File: src/rtl/route_inject_stage_pkg.sv
// Shared flit layout, slot count and output-port indices for the route/inject stage.
// Flit: [15] valid, [14:13] dest Y, [12:11] dest X, [10:0] src/mshr/seq pass-through.
package route_inject_stage_pkg;

    localparam int unsigned STEER_W    = 16;
    localparam int unsigned RMATRIX_W  = 4;
    localparam int unsigned VALID_F    = 15;
    localparam int unsigned DEST_X_LSB = 11;
    localparam int unsigned DEST_X_W   = 2;
    localparam int unsigned DEST_Y_W   = 2;
    localparam int unsigned NUM_SLOTS  = 4;

    typedef logic [STEER_W-1:0]   steer_t;
    typedef logic [RMATRIX_W-1:0] rmatrix_t;

    typedef enum logic [1:0] {
        PORT_N = 2'd0,
        PORT_E = 2'd1,
        PORT_S = 2'd2,
        PORT_W = 2'd3
    } port_e;

    // Port 0 maps to the MSB of the rmatrix, port 3 to the LSB.
    function automatic logic [1:0] rm_bit(port_e p);
        return 2'(RMATRIX_W - 1) - p;
    endfunction

endpackage

File: src/rtl/route_inject_stage_route_calc.sv
// Combinational productive-port mask for one slot flit; invalid or local flits give 4'b0000.
module route_calc
    import route_inject_stage_pkg::*;
#(
    parameter int unsigned X_W  = DEST_X_W,
    parameter int unsigned Y_W  = DEST_Y_W,
    parameter int unsigned MY_X = 0,
    parameter int unsigned MY_Y = 0
) (
    input  logic [STEER_W-1:0]   flit,
    output logic [RMATRIX_W-1:0] rmatrix
);

    localparam logic [X_W-1:0] MY_X_C = X_W'(MY_X);
    localparam logic [Y_W-1:0] MY_Y_C = Y_W'(MY_Y);

    logic [X_W-1:0] dest_x;
    logic [Y_W-1:0] dest_y;

    assign dest_x = flit[DEST_X_LSB +: X_W];
    assign dest_y = flit[DEST_X_LSB + X_W +: Y_W];

    always_comb begin
        rmatrix = '0;
        if (flit[VALID_F]) begin
            if (dest_y > MY_Y_C) rmatrix[rm_bit(PORT_N)] = 1'b1;
            if (dest_x > MY_X_C) rmatrix[rm_bit(PORT_E)] = 1'b1;
            if (dest_y < MY_Y_C) rmatrix[rm_bit(PORT_S)] = 1'b1;
            if (dest_x < MY_X_C) rmatrix[rm_bit(PORT_W)] = 1'b1;
        end
    end

endmodule

File: src/rtl/route_inject_stage.sv
// Slot registers ahead of the deflection sortnet: eject one local flit, inject one local flit, route.
// Optional injection-starvation detector enabled by defining ROUTE_INJECT_STARVE_EN.
module route_inject_stage
    import route_inject_stage_pkg::*;
#(
    parameter int unsigned X_W          = DEST_X_W,
    parameter int unsigned Y_W          = DEST_Y_W,
    parameter int unsigned MY_X         = 0,
    parameter int unsigned MY_Y         = 0,
    parameter int unsigned STARVE_LIMIT = 16
) (
    input  logic                 clk,
    input  logic                 rst,
    input  logic [STEER_W-1:0]   link_in0,
    input  logic [STEER_W-1:0]   link_in1,
    input  logic [STEER_W-1:0]   link_in2,
    input  logic [STEER_W-1:0]   link_in3,
    input  logic [STEER_W-1:0]   inj_flit,
    input  logic                 inj_valid,
    output logic                 inj_ready,
    output logic [STEER_W-1:0]   eject_flit,
    output logic                 eject_valid,
    output logic [STEER_W-1:0]   control0_out,
    output logic [STEER_W-1:0]   control1_out,
    output logic [STEER_W-1:0]   control2_out,
    output logic [STEER_W-1:0]   control3_out,
    output logic [RMATRIX_W-1:0] rmatrix0_out,
    output logic [RMATRIX_W-1:0] rmatrix1_out,
    output logic [RMATRIX_W-1:0] rmatrix2_out,
    output logic [RMATRIX_W-1:0] rmatrix3_out,
    output logic                 starve
);

    localparam logic [X_W-1:0] MY_X_C = X_W'(MY_X);
    localparam logic [Y_W-1:0] MY_Y_C = Y_W'(MY_Y);

    steer_t               slot_q [NUM_SLOTS];
    steer_t               slot_d [NUM_SLOTS];
    steer_t               ctrl   [NUM_SLOTS];
    rmatrix_t             rm     [NUM_SLOTS];
    logic [NUM_SLOTS-1:0] local_hit;
    steer_t               eject_flit_q, eject_flit_d;
    logic                 eject_valid_q, eject_valid_d;
    logic                 eject_hit, inj_done;

    always_comb begin
        slot_d[0] = link_in0;
        slot_d[1] = link_in1;
        slot_d[2] = link_in2;
        slot_d[3] = link_in3;
    end

    always_comb begin
        for (int unsigned i = 0; i < NUM_SLOTS; i++) begin
            local_hit[i] = slot_q[i][VALID_F]
                        && (slot_q[i][DEST_X_LSB +: X_W] == MY_X_C)
                        && (slot_q[i][DEST_X_LSB + X_W +: Y_W] == MY_Y_C);
        end
    end

    // Eject first, then derive readiness from the post-eject view so an ejected slot can be refilled.
    always_comb begin
        eject_hit    = 1'b0;
        inj_done     = 1'b0;
        inj_ready    = 1'b0;
        eject_flit_d = eject_flit_q;
        for (int unsigned i = 0; i < NUM_SLOTS; i++) begin
            ctrl[i] = slot_q[i];
        end
        for (int unsigned i = 0; i < NUM_SLOTS; i++) begin
            if (local_hit[i] && !eject_hit) begin
                eject_hit        = 1'b1;
                eject_flit_d     = slot_q[i];
                ctrl[i][VALID_F] = 1'b0;
            end
        end
        eject_valid_d = eject_hit;
        for (int unsigned i = 0; i < NUM_SLOTS; i++) begin
            if (!ctrl[i][VALID_F]) inj_ready = 1'b1;
        end
        for (int unsigned i = 0; i < NUM_SLOTS; i++) begin
            if (inj_valid && !inj_done && !ctrl[i][VALID_F]) begin
                ctrl[i]  = inj_flit;
                inj_done = 1'b1;
            end
        end
    end

    always_ff @(posedge clk) begin
        if (rst) begin
            for (int unsigned i = 0; i < NUM_SLOTS; i++) slot_q[i] <= '0;
            eject_flit_q  <= '0;
            eject_valid_q <= 1'b0;
        end else begin
            for (int unsigned i = 0; i < NUM_SLOTS; i++) slot_q[i] <= slot_d[i];
            eject_flit_q  <= eject_flit_d;
            eject_valid_q <= eject_valid_d;
        end
    end

    for (genvar g = 0; g < NUM_SLOTS; g++) begin : g_route
        route_calc #(
            .X_W  (X_W),
            .Y_W  (Y_W),
            .MY_X (MY_X),
            .MY_Y (MY_Y)
        ) u_route_calc (
            .flit    (ctrl[g]),
            .rmatrix (rm[g])
        );
    end

    assign eject_flit   = eject_flit_q;
    assign eject_valid  = eject_valid_q;
    assign control0_out = ctrl[0];
    assign control1_out = ctrl[1];
    assign control2_out = ctrl[2];
    assign control3_out = ctrl[3];
    assign rmatrix0_out = rm[0];
    assign rmatrix1_out = rm[1];
    assign rmatrix2_out = rm[2];
    assign rmatrix3_out = rm[3];

`ifdef ROUTE_INJECT_STARVE_EN
    localparam int unsigned CNT_W = $clog2(STARVE_LIMIT + 1);
    localparam logic [CNT_W-1:0] LIMIT_C = CNT_W'(STARVE_LIMIT);

    logic [CNT_W-1:0] starve_cnt_q, starve_cnt_d;

    always_comb begin
        starve_cnt_d = starve_cnt_q;
        if (!inj_valid || inj_ready) begin
            starve_cnt_d = '0;
        end else if (starve_cnt_q != LIMIT_C) begin
            starve_cnt_d = starve_cnt_q + 1'b1;
        end
    end

    always_ff @(posedge clk) begin
        if (rst) starve_cnt_q <= '0;
        else     starve_cnt_q <= starve_cnt_d;
    end

    assign starve = (starve_cnt_q == LIMIT_C);
`else
    assign starve = 1'b0;
`endif

endmodule

File: config.mk
export PLATFORM = sky130hd
export DESIGN_NAME = route_inject_stage
export DESIGN_NICKNAME = d
export VERILOG_FILES = /design/src/rtl/route_inject_stage_pkg.sv /design/src/rtl/route_inject_stage_route_calc.sv /design/src/rtl/route_inject_stage.sv
export SDC_FILE = /design/constraint.sdc
export NUM_CORES = 1
export LEC_CHECK = 0
export BUFFER_PORTS_ARGS = -buffer_cell sky130_fd_sc_hd__buf_2
export CORE_UTILIZATION = 46
export CTS_CLUSTER_SIZE = 12
export DETAILED_ROUTE_END_ITERATION = 10
export GPL_TIMING_DRIVEN = 0
export PLACE_DENSITY = 0.8
export SETUP_SLACK_MARGIN = 0.2
export SKIP_LAST_GASP = 1
export SLEW_MARGIN = 20
export SYNTH_ARGS = -nofsm -noshare
export SYNTH_HDL_FRONTEND = slang
export SYNTH_SLANG_ARGS = --single-unit
File: constraint.sdc
create_clock -name clk -period 3.26 [get_ports clk]
set_input_delay 0.489 -clock clk [delete_from_list [all_inputs] [get_ports clk]]
set_output_delay 0.489 -clock clk [all_outputs]
set_load 0.05 [all_outputs]
==> results.py <==
metrics = {
    "outcome": {
        "outcome": "finished clean",
    },
    "layout": {
        "layout-drive-gt1-share": 0.5163,
        "layout_common_cells": "buf_2 (166), dfxtp_1 (72), nor2b_1 (65), mux2_2 (59), buf_4 (24)",
        "ff_latch_area_um2": 1640,
        "fillerInstances": 662,
        "final_nets": 661,
        "diodes": 0,
        "syn_to_final_growth_pct": 38.87,
        "final_common_cell": "buf_2",
        "multi_input_area_um2": 2042,
    },
    "floorplanning": {
        "die-area_um2": 8481,
        "die_h_um": 92.09,
        "num_rows": 32,
        "core-area_um2": 7807,
        "start_util": 0.4782,
        "pin_count": 182,
        "die_x_um": 92.09,
    },
    "setup_path": {
        "critPathArrivalTime_ns": 2.52,
        "crit_required_ns": 2.77,
        "start_kind": "register",
        "crit_fanout": 5,
        "worstSetupEndpointType": "primary output",
        "crit_type": "register to primary output",
    },
    "pwr": {
        "sw_frac_of_total": 0.3400,
        "seqPwrFrac": 0.423,
        "p_comb_frac": 0.275,
        "power.density_nw_per_um2": 495.2,
        "vdd_drop_max_mv": 0.2353,
        "switching_power_uw": 873.0,
        "pwr-share-clk": 0.302,
        "p_int_uw": 1695,
        "p_leak_uw": 0.002420,
    },
    "drt": {
        "drt-initial-drc-count": 168,
        "vias": 3623,
        "post_drt_wl_per_cell_um": 16.62,
        "dr.pass1.iters": 4,
        "drc_errors": 0,
        "routed_wl_um": 11380,
        "ant_nets": 0,
        "vias_per_cell": 5.289,
    },
    "synthesis": {
        "async_flop_share": 0,
        "syn_area_per_cell_um2": 9.877,
        "syn_inst": 378,
        "ys_ff_latch": 81,
        "ys_types": 40,
        "seq_area_frac_synth": 0.4343,
        "synth_flop_cell": "dfxtp_1",
        "synth_edf_count": 0,
        "synth_area_um2": 3734,
        "yosysWarningCount": 0,
    },
    "sta": {
        "timing.hold.ws_ns": 0.3515,
        "fmax_mhz": 331.9,
        "fin_crit_ns": 3.013,
        "fin_crit_sh": 0.9242,
        "setup_tns_ns": 0,
        "clock_skew_ns": 0.008665,
        "worst_pin_slew_ns": 0.8636,
        "rsz0062_at_grt": "yes",
        "setup_viol": 0,
        "report.final.slew_viol_count": 0,
        "worst_slew_margin_rel": 0.4198,
        "hold_violations": 0,
    },
    "clock_tree": {
        "hold_buffers": 0,
        "worstSkewPairLatency_ns": 0.34,
        "cts_max_level": 3,
        "cts_buffers": 9,
        "clkSinkCount": 81,
        "clk_path_buf_depth": 2,
        "tritoncts": "yes",
        "clock-root-buffer": "clkbuf_8",
        "path_clk_slew_ns": 0.08,
    },
    "global_route": {
        "grt_usage": 0.2595,
        "grt_max_degree": 14,
        "grt_pass1_wl_um": 17300,
        "grt_overflow": 0,
        "antenna_found_initial": 0,
        "first_global_vias": 3498,
    },
    "placed_design": {
        "port_buffers": 171,
        "dp_hpwl_um": 8852,
        "gp_congestion": 0.8867,
    },
    "hold_path": {
        "worstHoldPathType": "input pin to register",
    },
    "job": {
        "maxCapViolations": 0,
    },
}
## repair_timing
| action | 4_1_cts | 5_1_grt |
|---|---|---|
| cloned | 0 | 1 |
| hold endpoints to repair | 0 | 0 |
| setup endpoints to repair | 59 | 49 |
| pin swaps | 4 | 1 |
| setup buffers | 4 | 5 |
| gates resized for setup | 10 | 57 |
## metal layers
layer  track usage  vias up  wire, um
met5             0        -         0
met4       0.09896        0       236
met3       0.04809       23       744
li1              -     1727         -
met2        0.4303      174      5420
met1        0.3337     1699      4981
## Yosys cell counts (all sizes together), types with 3 or more instances
| cell | number | share of area |
|---|---|---|
| nor2 | 23 | 0.024 |
| o211ai | 10 | 0.020 |
| a21oi | 12 | 0.017 |
| and2 | 6 | 0.010 |
| o21ai | 16 | 0.021 |
| dfxtp | 81 | 0.43 |
| a211oi | 12 | 0.025 |
| clkbuf | 17 | 0.017 |
| mux2 | 60 | 0.18 |
| buf | 14 | 0.027 |
| nor3 | 3 | 0.0040 |
| nor2b | 65 | 0.11 |
| nor4 | 3 | 0.0084 |
| o22ai | 4 | 0.0067 |
| inv | 4 | 0.0040 |
| o2bb2ai | 9 | 0.021 |
| nand2 | 14 | 0.014 |
| o31ai | 3 | 0.0060 |
## power groups by stage
| stage | registers [uW] | logic (uW) | clock network (uW) |
|---|---|---|---|
| after floorplan | 1150 | 445 | 0 |
| final | 1090 | 705 | 776 |
| after global placement | 1100 | 667 | 0 |
| after global routing | 1090 | 742 | 831 |
| after CTS | 1080 | 686 | 787 |
| after detailed placement | 1110 | 677 | 0 |
## cell families after synthesis
logic type      after synthesis  share of synthesized area
buf+inv                      35                    0.04792
compound gates               76                     0.1475
mux                          60                     0.1810
simple gates                125                     0.1883
other cells                   1                   0.001004
flops                        81                     0.4343
## worst max-delay path, cell delays in order (launching register included)
cell and delay (ns):
dfxtp_2 0.34, nor4_4 0.39, nand2_2 0.12, o31a_1 0.28, a2111oi_4 0.30, buf_6 0.20
mux2_2 0.35, buf_2 0.21
## registers in the layout (all words and copies together) (netlist names)
name         cells
slot_q          64
eject_valid      1
eject_flit      16
## path summary, 6_finish.rpt
kind | startpoint | end | slack [ns] | cells past startpoint
worst max-delay path | slot_q[3][11]$_SDFF_PP0_ | control3_out[6] | 0.25 | 7
worst min-delay path | link_in0[3] | slot_q[0][3]$_SDFF_PP0_ | 0.35 | 2
worst max register to register | slot_q[2][14]$_SDFF_PP0_ | eject_flit[6]$_SDFFE_PP0P_ | 0.94 | 5
worst min register to register | eject_flit[12]$_SDFFE_PP0P_ | eject_flit[12]$_SDFFE_PP0P_ | 0.46 | 1
## metrics by stage
step / utilization / power, uW / worst slack, ns / area (um^2) / std cells
after global placement: 0.6080 / 1770 / 0.03024 / 4747 / 659
after detailed placement: 0.6080 / 1782 / -0.01898 / 4747 / 659
final: 0.6641 / 2568 / 0.2473 / 5185 / 685
after floorplan: - / 1597 / -0.1154 / 3764 / 386
after global routing: 0.6641 / 2666 / 0.1704 / 5185 / 685
after CTS: 0.6466 / 2558 / 0.1854 / 5049 / 679
## final cells by class
cell class | count | area share
Clock inverter | 6 | 0.01593
Sequential cell | 81 | 0.3164
Clock buffer | 10 | 0.02461
Timing Repair Buffer | 181 | 0.1873
Tap cell | 102 | 0.02461
Buffer | 31 | 0.03451
Multi-Input combinational cell | 270 | 0.3938
Inverter | 4 | 0.002896
No activity file was read; power rests on OpenSTA's default activity.
